$ cat config.mk
export PLATFORM = sky130hd
export DESIGN_NAME = seq_stack
export DESIGN_NICKNAME = d
export VERILOG_FILES = /design/src/rtl/seq_pkg.sv /design/src/rtl/seq_lifo.sv /design/src/rtl/seq_stack.sv
export SDC_FILE = /design/constraint.sdc
export NUM_CORES = 1
export LEC_CHECK = 0
export CORE_MARGIN = 8
export CORE_UTILIZATION = 53
export CTS_CLUSTER_DIAMETER = 40
export DETAILED_ROUTE_END_ITERATION = 12
export PLACE_DENSITY = 0.84
export REMOVE_ABC_BUFFERS = 1
export SYNTH_ARGS = -nofsm -noshare
export SYNTH_HDL_FRONTEND = slang
export SYNTH_SLANG_ARGS = --single-unit
$ cat constraint.sdc
create_clock -name clock -period 3.6 [get_ports clock]
set_clock_uncertainty 0.15 [all_clocks]
set_input_delay 0.72 -clock clock [delete_from_list [all_inputs] [get_ports clock]]
set_output_delay 0.72 -clock clock [all_outputs]
set_load 0.02 [all_outputs]
$ cat src/rtl/seq_pkg.sv
// Shared definitions for the instruction sequencer: opcodes, FSM states, helpers.
package seq_pkg;

  localparam logic [3:0] SEQ_OP_NOP = 4'h0;
  localparam logic [3:0] SEQ_OP_LDI = 4'h1;
  localparam logic [3:0] SEQ_OP_LDR = 4'h2;
  localparam logic [3:0] SEQ_OP_CMD = 4'h3;
  localparam logic [3:0] SEQ_OP_DMP = 4'h4;
  localparam logic [3:0] SEQ_OP_EQI = 4'h5;
  localparam logic [3:0] SEQ_OP_EQR = 4'h6;
  localparam logic [3:0] SEQ_OP_JXI = 4'h7;
  localparam logic [3:0] SEQ_OP_JXR = 4'h8;
  localparam logic [3:0] SEQ_OP_JZI = 4'h9;
  localparam logic [3:0] SEQ_OP_JZR = 4'hA;
  localparam logic [3:0] SEQ_OP_CAL = 4'hB;
  localparam logic [3:0] SEQ_OP_RET = 4'hC;
  localparam logic [3:0] SEQ_OP_WAT = 4'hD;

  // Widest output bank the onehot helper can describe; callers size-cast down.
  localparam int SEQ_MAX_OUT = 4096;

  typedef enum logic [1:0] {
    SEQ_RESET = 2'd0,
    SEQ_READY = 2'd1,
    SEQ_WAIT  = 2'd2,
    SEQ_ERROR = 2'd3
  } seq_state_t;

  // One-hot channel select; out-of-range channels give an all-zero mask.
  function automatic logic [SEQ_MAX_OUT-1:0] seq_onehot(input int unsigned dst,
                                                        input int unsigned n);
    seq_onehot = '0;
    if (dst < n && dst < SEQ_MAX_OUT) seq_onehot[dst] = 1'b1;
  endfunction

  // Debug names, for simulation messages only.
  function automatic string seq_state_name(input seq_state_t s);
    case (s)
      SEQ_RESET: return "RESET";
      SEQ_READY: return "READY";
      SEQ_WAIT:  return "WAIT";
      default:   return "ERROR";
    endcase
  endfunction

  function automatic string seq_op_name(input logic [3:0] op);
    case (op)
      SEQ_OP_NOP: return "NOP";
      SEQ_OP_LDI: return "LDI";
      SEQ_OP_LDR: return "LDR";
      SEQ_OP_CMD: return "CMD";
      SEQ_OP_DMP: return "DMP";
      SEQ_OP_EQI: return "EQI";
      SEQ_OP_EQR: return "EQR";
      SEQ_OP_JXI: return "JXI";
      SEQ_OP_JXR: return "JXR";
      SEQ_OP_JZI: return "JZI";
      SEQ_OP_JZR: return "JZR";
      SEQ_OP_CAL: return "CAL";
      SEQ_OP_RET: return "RET";
      SEQ_OP_WAT: return "WAT";
      default:    return "ILL";
    endcase
  endfunction

endpackage

$ cat src/rtl/seq_lifo.sv
// Return-address stack: Depth x Width LIFO with full/empty flags.
module seq_lifo #(
  parameter int Width = 8,
  parameter int Depth = 4
) (
  input  logic             clock,
  input  logic             reset,
  input  logic             push,
  input  logic             pop,
  input  logic [Width-1:0] wdata,
  output logic [Width-1:0] rdata,
  output logic             full,
  output logic             empty
);

  localparam int AW = (Depth > 1) ? $clog2(Depth) : 1;
  localparam int PW = $clog2(Depth + 1);

  logic [Width-1:0] mem [Depth];
  logic [PW-1:0]    sp;
  logic [AW-1:0]    rd_idx;
  logic [AW-1:0]    wr_idx;

  assign full   = (sp == PW'(Depth));
  assign empty  = (sp == '0);
  assign rd_idx = AW'(sp - PW'(1));
  assign wr_idx = AW'(sp);
  // Top of stack is zero when empty so the caller never sees stale data.
  assign rdata  = empty ? '0 : mem[rd_idx];

  // Push has priority; overflow/underflow requests are dropped (caller traps them).
  always_ff @(posedge clock) begin
    if (reset) begin
      sp <= '0;
      for (int i = 0; i < Depth; i++) mem[i] <= '0;
    end else if (push && !full) begin
      mem[wr_idx] <= wdata;
      sp          <= sp + PW'(1);
    end else if (pop && !empty) begin
      sp <= sp - PW'(1);
    end
  end

endmodule

$ cat src/rtl/seq_stack.sv
// Parametrised instruction sequencer with call/return stack, timed wait and error trap.
module seq_stack
  import seq_pkg::*;
#(
  parameter int Width      = 8,
  parameter int InRegs     = 4,
  parameter int OutRegs    = 8,
  parameter int StackDepth = 4
) (
  input  logic                    clock,
  input  logic                    reset,
  input  logic [Width+3:0]        inst,
  input  logic                    inst_en,
  input  logic [InRegs*Width-1:0] ireg,
  output logic [Width-1:0]        next,
  output logic [Width+3:0]        oreg,
  output logic [OutRegs-1:0]      oreg_wen,
  output logic                    busy,
  output logic                    error
);

  localparam int SrcW = $clog2(InRegs);
  localparam int DstW = $clog2(OutRegs);

  seq_state_t                   state_q, state_d;
  logic [Width-1:0]             pc_q, pc_d, t_q, t_d, cnt_q, cnt_d;
  logic [Width+3:0]             oreg_q, oreg_d;
  logic [OutRegs-1:0]           wen_q, wen_d;
  logic [InRegs-1:0][Width-1:0] ireg_a;
  logic [3:0]                   op, cmd;
  logic [Width-1:0]             imm, pc_inc, src_val, top;
  logic [SrcW-1:0]              src;
  logic [DstW-1:0]              dst;
  logic                         push, pop, full, empty;

  assign ireg_a  = ireg;
  assign op      = inst[Width+3:Width];
  assign imm     = inst[Width-1:0];
  assign src     = imm[SrcW-1:0];
  assign dst     = imm[DstW-1:0];
  assign cmd     = imm[Width-1:Width-4];
  assign src_val = ireg_a[src];
  assign pc_inc  = pc_q + Width'(1);

  seq_lifo #(.Width(Width), .Depth(StackDepth)) u_lifo (
    .clock (clock),
    .reset (reset),
    .push  (push),
    .pop   (pop),
    .wdata (pc_inc),
    .rdata (top),
    .full  (full),
    .empty (empty)
  );

  // State, program counter, transfer register, wait counter and registered outputs.
  always_ff @(posedge clock) begin
    if (reset) begin
      state_q <= SEQ_RESET;
      pc_q    <= '0;
      t_q     <= '0;
      cnt_q   <= '0;
      oreg_q  <= '0;
      wen_q   <= '0;
    end else begin
      state_q <= state_d;
      pc_q    <= pc_d;
      t_q     <= t_d;
      cnt_q   <= cnt_d;
      oreg_q  <= oreg_d;
      wen_q   <= wen_d;
    end
  end

  // Decode/execute; outputs default to zero so each CMD/DMP pulses for one cycle.
  always_comb begin
    state_d = state_q;
    pc_d    = pc_q;
    t_d     = t_q;
    cnt_d   = cnt_q;
    oreg_d  = '0;
    wen_d   = '0;
    push    = 1'b0;
    pop     = 1'b0;
    case (state_q)
      SEQ_RESET: state_d = SEQ_READY;
      SEQ_READY: begin
        if (inst_en) begin
          pc_d = pc_inc;
          case (op)
            SEQ_OP_NOP: ;
            SEQ_OP_LDI: t_d = imm;
            SEQ_OP_LDR: t_d = src_val;
            SEQ_OP_CMD: begin
              oreg_d = {cmd, t_q};
              wen_d  = OutRegs'(seq_onehot(32'(dst), 32'(OutRegs)));
            end
            SEQ_OP_DMP: begin
              oreg_d = {4'h0, t_q};
              wen_d  = OutRegs'(seq_onehot(32'(dst), 32'(OutRegs)));
            end
            SEQ_OP_EQI: t_d = Width'(t_q == imm);
            SEQ_OP_EQR: t_d = Width'(t_q == src_val);
            SEQ_OP_JXI: pc_d = imm;
            SEQ_OP_JXR: pc_d = src_val;
            SEQ_OP_JZI: if (t_q == '0) pc_d = imm;
            SEQ_OP_JZR: if (t_q == '0) pc_d = src_val;
            SEQ_OP_CAL: begin
              if (full) begin
                state_d = SEQ_ERROR;
                pc_d    = pc_q;
              end else begin
                push = 1'b1;
                pc_d = imm;
              end
            end
            SEQ_OP_RET: begin
              if (empty) begin
                state_d = SEQ_ERROR;
                pc_d    = pc_q;
              end else begin
                pop  = 1'b1;
                pc_d = top;
              end
            end
            SEQ_OP_WAT: begin
              cnt_d = imm;
              // PC stays on the WAT until the count expires.
              if (imm != '0) begin
                state_d = SEQ_WAIT;
                pc_d    = pc_q;
              end
            end
            default: begin
              state_d = SEQ_ERROR;
              pc_d    = pc_q;
            end
          endcase
        end
      end
      SEQ_WAIT: begin
        cnt_d = cnt_q - Width'(1);
        if (cnt_q <= Width'(1)) begin
          state_d = SEQ_READY;
          pc_d    = pc_inc;
        end
      end
      default: ;
    endcase
  end

  assign next     = pc_q;
  assign oreg     = oreg_q;
  assign oreg_wen = wen_q;
  assign busy     = (state_q != SEQ_READY);
  assign error    = (state_q == SEQ_ERROR);

endmodule

### Yosys cells after proc, flatten, opt, wreduce, memory -nomap -nowiden

Memory sizes are Yosys's and may differ from the RTL's.
Index checks and enable logic that the tools add are counted.

* bits in registers: 49
* RAM bits: 32
* input bits: 47
* output and inout bits: 30
* logic and storage cells: 117
* memories kept: 1

Memories
* u_lifo.mem: depth 4, width 8, read ports 1, clocked after memory_dff 0, write ports 4, line seq_lifo.sv:19 `logic [Width-1:0] mem [Depth];`

* add/sub/neg operators: 4
* $lt $le $gt $ge: 4
* equal/unequal tests: 31
* mux-type cells: 43
* bitwise operators: 3
* reduce and logical (&&, ||, !) cells: 24

Operators with widths (number)
* two-way mux 8 bit: 11
* one-hot mux 8 bit (8 select lines): 1
* one-hot mux 8 bit (2 select lines): 2
* one-hot mux 8 bit (4 select lines): 1
* equality test 4 bit, second input constant: 6
* one-hot mux 12 bit (2 select lines): 1
* binary-select mux 8 bit (select 2 bit): 1
* equality test 4 x 3 -> 1 bit, second input constant: 4
* equality test 8 bit: 2
* two-way mux 1 bit: 15
* AND reduction 7 bit: 2
* < comparator 3 x 13 -> 1 bit, second input constant: 1
* two-way mux 2 bit: 6
* != test 3 bit, second input constant: 4
* OR reduction 11 bit: 1
* != test 9 x 3 -> 1 bit, second input constant: 1
* adder 8 x 1 -> 8 bit, second input constant: 1
* equality test 4 x 2 -> 1 bit, second input constant: 2
* <= comparator 8 x 1 -> 1 bit, second input constant: 1
* zero test 8 bit: 1
* != test 2 bit, second input constant: 4
* one-hot mux 2 bit (4 select lines): 1
* nonzero test 8 bit: 1
* OR reduction 8 bit: 1
* 28 further kinds: 38

### Longest topological paths before layout

Gate-level depths: netlist of run 1.

* depth in word-level cells: 11
* gate-level depth with buffers: 10
* gate-level depth less buffers: 8

### Cells and area by module

Synthesis of run 1 repeated with hierarchy kept, for this count alone.

* cell total of the unflattened synthesis: 471
* area, all modules: 4793.3 um^2

By module, submodules not included
* seq_stack: times used 1, cells each 345, area each 2995.4 um^2, sequential area each 920.9 um^2
* seq_lifo: times used 1, cells each 126, area each 1798.0 um^2, sequential area each 1021.0 um^2

### Worst setup path after synthesis of run 1

No wires, ideal clock.

* path kind: register to register
* start point: reg u_lifo.sp[0]
* end point: mem u_lifo.mem[1][0], enable pin
* library setup time: 0.329 ns
* arrival time: 2.319 ns
* data required time: 3.121 ns
* path slack: 0.801 ns
* cell stages (with the launch flop): 9
* buffers on the path: 1
* period minus slack after synthesis: 2.799 ns
* cells stage by stage: dfxtp_1 buf_2 inv_1 ha_1 a2111oi_4 nand2_2 nor2_1 nand2_1 nand2_1

RTL lines
* from (decl): line seq_lifo.sv:20 `logic [PW-1:0] sp;`
* from (signal assigned): line seq_lifo.sv:38 `sp <= sp + PW'(1);`
* from (signal assigned): line seq_lifo.sv:40 `sp <= sp - PW'(1);`
* to (decl): line seq_lifo.sv:19

### Worst setup path after layout of run 1

* start point: in inst[0]
* end point: reg pc_q[7], in the netlist next[7]

* word-level cells in the longest chain between the ends: 6
* elaborated cells between the ends (all ways): 9
* classes of those cells: 1 x eq/ne; 6 x mux; 2 x reduce/logical

RTL lines
* from (decl): line seq_stack.sv:12 `input logic [Width+3:0] inst,`
* binary-select mux 8 bit (select 2 bit): line seq_stack.sv:42 `assign src_val = ireg_a[src];`
* two-way mux 8 bit (implied by the code): line seq_stack.sv:42
* two-way mux 8 bit: line seq_stack.sv:107 `SEQ_OP_JZR: if (t_q == '0) pc_d = src_val;`
* one-hot mux 8 bit (8 select lines): line seq_stack.sv:90 `case (op)`
* two-way mux 8 bit: line seq_stack.sv:88 `if (inst_en) begin`
* one-hot mux 8 bit (2 select lines): line seq_stack.sv:85 `case (state_q)`
* to (signal assigned): line seq_stack.sv:67 `pc_q <= pc_d;`
* to (decl): line seq_stack.sv:26 `logic [Width-1:0] pc_q, pc_d, t_q, t_d, cnt_q, cnt_d;`

Several ways; a longest one is shown, not always the timed one. The select of a mux whose other input is x is not followed.
A chain may end at the register's enable or synchronous reset.

==> flow_summary.yaml, run 1 <==
synth:
  ys_seq_elements: 81
  synth_top_area_share_pct: 21.8
  ys_warn_count: 0
  synthTopCellsByArea: "dfxtp_1 22%, edfxtp_1 21%, mux4_2 7.0%, nor2_1 5.9%, nand2_1 3.2%"
  synth.avg_cell_area_sq_um: 9.54
  synth-edff-count: 32
  yosys.cell_types.count: 70
  synth_area_leader_cell: "dfxtp_1"
  syn_inst: 471
  netlist_area_sq_um: 4500
  yosysSeqAreaShare_pct: 43.2
  ys.flop_type: "dfxtp_1"
  async_reset_ff_share_pct: 0
sta:
  setup_violations: 0
  post-route-worst-setup-slack_ns: 0.644
  tightest_slew_ns: 0.613
  min_period_ns: 2.96
  rsz0062_at_grt: "no"
  hold_viol_final: 0
  relSlewSlack_pct: 58.8
  setup-tns-final_ns: 0
  finalMaxSlewViolations: 0
  fin_crit_sh_pct: 82.1
  fmax_ghz: 0.338
worst_setup_path:
  path_delay_family: "buffers and inverters"
  arrival_ns: 3.06
  path_cells: "clkdlybuf4s50_1 -> buf_4 -> mux4_2 -> a221o_1 -> a311oi_1 -> o21ai_0"
  worstSetupStartpointType: "input port"
  critPathKind: "in -> reg"
  cpMaxStageDelayCell: "clkdlybuf4s50_1"
  cp.required_ns: 3.70
  critPathBufInv: 2
  critPathMaxFanout: 9
  slowest_delay_ns: 0.67
  endpoint_kind: "register"
layout:
  multi_input_area_sq_um: 2380
  fin_cells: 666
  nets: 609
  register_area_sq_um: 1940
  drive_above_1_share_pct: 11.9
  nFillCells: 653
  diodes: 0
  final_common_cell: "clkdlybuf4s50_1"
  stdcell_area_sq_um: 5720
  syn_to_final_growth_pct: 27.2
  final_cell_mix: "76 x clkdlybuf4s50_1, 71 x nor2_1, 49 x dfxtp_1"
global_routing:
  antenna_found_initial: 0
  grt_pass1_vias: 4048
  grt_use_met1_pct: 27.3
  grt_pass1_wl_microns: 20900
  grt-busiest-layer: "met2"
  grt_use_met3_pct: 4.58
  grt_use_met2_pct: 39.3
  overflow: 0
  grtUsageTotal_pct: 22.9
  grt_max_degree: 25
route:
  vias: 4073
  drtIter0Drc: 417
  drt_wl_total_microns: 13400
  wl_per_cell_microns: 20.2
  drt_first_pass_iters: 5
  vias_per_cell: 6.12
  drc: 0
  drtAntennaViolNets: 0
floorplan:
  fp.dieArea_sq_um: 11700
  die_x_microns: 108
  placeableCoreArea_sq_um: 8220
  initial_core_util_pct: 54.7
  die_h_microns: 108
  fp-row-count: 33
  pin_count: 77
clock_tree:
  htree_num_levels: 3
  cts_hold_buf: 0
  cts_tree: "done"
  cts_buffers: 9
  post_cts.repair.setup_buffers: 0
  cts.sinks: 81
  clk_latency_ns: 0.37
  clock_path_buffers: 2
  postCtsResizedCells: 0
  clkSlewWorstSetupHoldPaths_ns: 0.10
  cts_root_buf: "clkbuf_8"
placement:
  placed_cells: 650
  place_ws_ns: 0.267
  io_buffers: 76
  hpwlAfterDp_microns: 10200
  place_area_sq_um: 5470
  gp_congestion: 0.947
job:
  maxCapViolCount: 0
outcome:
  status: "finished clean"
pwr:
  power_density_nw_per_um2: 395
  vdd_drop_max_mv: 0.284
  power_mw: 2.26
  p_leak_nw: 2.17
worst_hold_path:
  hold_class: "reg -> reg"
==> final cells by class <==
| type | count | share of cell area (%) |
|---|---|---|
| inverters | 15 | 0.984 |
| flip-flops and latches | 81 | 33.9 |
| clock inverters | 7 | 2.27 |
| repair buffers | 102 | 16.7 |
| well taps | 105 | 2.30 |
| multi-input cells | 347 | 41.6 |
| clock buffers | 9 | 2.17 |
==> where the power goes <==
group / total, mW / switching [mW] / internal, mW
Clock: 0.856 / 0.381 / 0.476
Combinational: 0.386 / 0.213 / 0.172
Sequential: 1.01 / 0.0323 / 0.983
==> state kept, by name (all words and copies together), names as in the netlist <==
register,cells
oreg,12
next,8
state_q,2
u_lifo.sp,3
cnt_q,8
t_q,8
u_lifo.mem,32
oreg_wen,8
==> worst min-delay path, delay by kind of cell, from the launching register on <==
family / cells / cell delay (ns)
AO/OA/AOI/OAI: 1 / 0.07
flip-flops: 1 / 0.33
AND/OR/NAND/NOR: 1 / 0.06
==> cells in the mapped netlist (13+ instances only) <==
library cell,count
nor2_1,71
dfxtp_1,49
nand2_1,38
edfxtp_1,32
clkbuf_1,21
o21ai_0,18
a21oi_1,16
nand3_1,16
and2_1,15
inv_1,14
mux4_2,14
mux2i_1,13
xor2_1,13
==> routing by layer <==
layer	routed length, microns	vias up
met1	5360	1917
met5	0	-
met3	1140	39
met2	6520	222
met4	406	0
li1	-	1895
==> logic make-up (layout without fill, tap and decap cells) <==
kind of cell	Yosys count	after routing	synth area share, %
and+or+nand+nor	196	196	21.2
AOI/OAI and AO/OA	96	96	15.8
adders and majority gates	6	6	1.67
muxes	28	28	10.2
xor gates and xnor gates	21	21	4.09
buffers and inverters	43	133	3.84
DFF	81	81	43.2
==> through the flow <==
stage          hold WS, ns  util, %
5_1_grt              0.386     69.6
3_5_place_dp         0.340     66.5
4_1_cts              0.356     69.6
6_report             0.355     69.6
3_3_place_gp         0.316     66.5
2_1_floorplan        0.301        -
==> path summary, 6_finish.rpt <==
path | from | depth (start not counted) | end | slack [ns]
worst max-delay path | inst[0] | 6 | next[7] | 0.64
worst min-delay path | cnt_q[4] | 2 | cnt_q[4] | 0.35
worst max register to register | u_lifo.sp[0] | 8 | u_lifo.mem[1][0] | 0.95
worst min register to register | cnt_q[4] | 2 | cnt_q[4] | 0.35
Note: power is estimated with default switching activity, not from simulation.
==> run 2, diff against run 1 <==
CORE_UTILIZATION = 48   (was 53)
PLACE_DENSITY = 0.8   (was 0.84)
clock period = 2.5 ns   (was 3.6 ns; I/O delays follow)
==> flow_summary.yaml, run 2 (synthesis results as in run 1) <==
pwr:
  p_leak_nw: 2.50
  power_density_nw_per_um2: 515
  vdd_drop_max_mv: 0.377
route:
  drc: 0
  wl_per_cell_microns: 18.6
  vias_per_cell: 5.76
  drt_wl_total_microns: 13600
  drtAntennaViolNets: 0
  vias: 4218
  drtIter0Drc: 273
  drt_first_pass_iters: 7
worst_setup_path:
  path_cells: "clkdlybuf4s50_1 -> nor4bb_1 -> and2_1 -> o221ai_2 -> a311oi_2 -> xnor2_1 -> nor2_1"
  critPathKind: "in -> reg"
  cp.required_ns: 2.61
  reg2reg_from: "u_lifo.sp[1]"
  endpoint_kind: "register"
  cpMaxStageDelayCell: "clkdlybuf4s50_1"
  path_delay_family: "simple AND/OR/NAND/NOR gates"
  slowest_delay_ns: 0.61
  critPathMaxFanout: 5
  critPathLaunch: "inst[11]"
  worstSetupStartpointType: "input port"
  critPathBufInv: 1
  arrival_ns: 2.53
clock_tree:
  cts_buffers: 9
  clk_latency_ns: 0.36
  cts.sinks: 81
  clkSlewWorstSetupHoldPaths_ns: 0.09
  cts_root_buf: "clkbuf_8"
  cts_tree: "done"
  htree_num_levels: 3
  clock_path_buffers: 2
layout:
  syn_to_final_growth_pct: 38.8
  diodes: 0
  final_common_cell: "buf_4"
  fin_cells: 732
  nFillCells: 715
  largest_reg_flops: 32
  final_cell_mix: "80 x buf_4, 72 x clkdlybuf4s50_1, 71 x nor2_1"
  utilization_pct: 68.2
  nets: 669
  drive_above_1_share_pct: 20.8
  top_register: "u_lifo.mem"
floorplan:
  pin_count: 77
  fp.dieArea_sq_um: 12700
  die_h_microns: 113
  fp-row-count: 35
  placeableCoreArea_sq_um: 9150
  initial_core_util_pct: 49.1
  die_x_microns: 113
sta:
  hold_slack_ns: 0.338
  relSlewSlack_pct: 62.8
  tightest_slew_ns: 0.557
  hold_viol_final: 0
  fmax_ghz: 0.413
  finalMaxSlewViolations: 0
  fin_crit_sh_pct: 96.8
  setup_violations: 0
  min_period_ns: 2.42
  rsz0062_at_grt: "no"
global_routing:
  grt_use_met3_pct: 3.57
  grtUsageTotal_pct: 21.5
  grt_pass1_wl_microns: 21600
  grt_use_met2_pct: 38.5
  grt_pass1_vias: 4223
  antenna_found_initial: 0
  grt-busiest-layer: "met2"
  overflow: 0
  grt_max_degree: 17
  grt_use_met1_pct: 24.9
placement:
  hpwlAfterDp_microns: 10400
  gp_congestion: 0.964
  placed_cells: 715
  io_buffers: 76
outcome:
  status: "finished clean"
job:
  maxCapViolCount: 0
worst_hold_path:
  hold_class: "reg -> reg"
  hold_start: "cnt_q[7]"
[run 2: cell types whose count changed in the layout (fill, tap and decap cells not counted), moves of 4 or more]
cell / previous run / this run
buf_12: 0 / 5
clkdlybuf4s50_1: 76 / 72
dlymetal6s2s_1: 0 / 4
buf_4: 26 / 80
[run 2: final timing paths]
check	endpoint	slack, ns	cells past startpoint
min	cnt_q[7]	0.34	2
max reg2reg	next[7]	0.20	6
max	u_lifo.sp[2]	0.08	7
min reg2reg	cnt_q[7]	0.34	2
[run 2: repair_timing]
item / in CTS / in global routing
endpoints found under the hold margin: 0 / 0
gates resized for setup: 0 / 9
setup endpoints to repair: 1 / 11
pin swaps: 2 / 3
hold buffers: 0 / 0
setup buffers: 1 / 0
[run 2: per-layer routing]
layer	share of wire [%]	vias to the layer above	wire, microns
li1	-	2016	-
met1	40	2006	5460
met2	51	174	6960
met3	6.8	22	925
met4	2.0	0	277
met5	0	-	0
[run 2: tightest hold or removal path, delay by kind of cell (launching register included)]
family          cells  cell delay, ns
compound gates      1            0.05
simple gates        1            0.06
flops               1            0.33
[run 2: layout make-up]
cell class | count | area, sq um | area share [%]
clock buffers | 9 | 124 | 1.98
clock inverters | 7 | 108 | 1.72
well taps | 111 | 139 | 2.23
repair buffers | 162 | 1480 | 23.8
flip-flops and latches | 81 | 1940 | 31.1
inverters | 15 | 56.3 | 0.902
multi-input cells | 347 | 2390 | 38.3
[run 2: where the power goes]
group | internal, mW | switching, mW
Clock | 0.584 | 0.543
Combinational | 0.316 | 0.314
Sequential | 1.41 | 0.0444
[run 2: through the flow]
step	instance area (sq um)	TNS (ns)	power (mW)	setup slack, ns
2_1_floorplan	4380	-10.99	1.76	-0.433
5_1_grt	6240	0	3.33	0.00894
3_5_place_dp	5980	-14.35	2.10	-0.366
3_3_place_gp	5980	-10.84	2.09	-0.321
4_1_cts	6220	0	3.21	0.0135
6_report	6240	0	3.22	0.0802
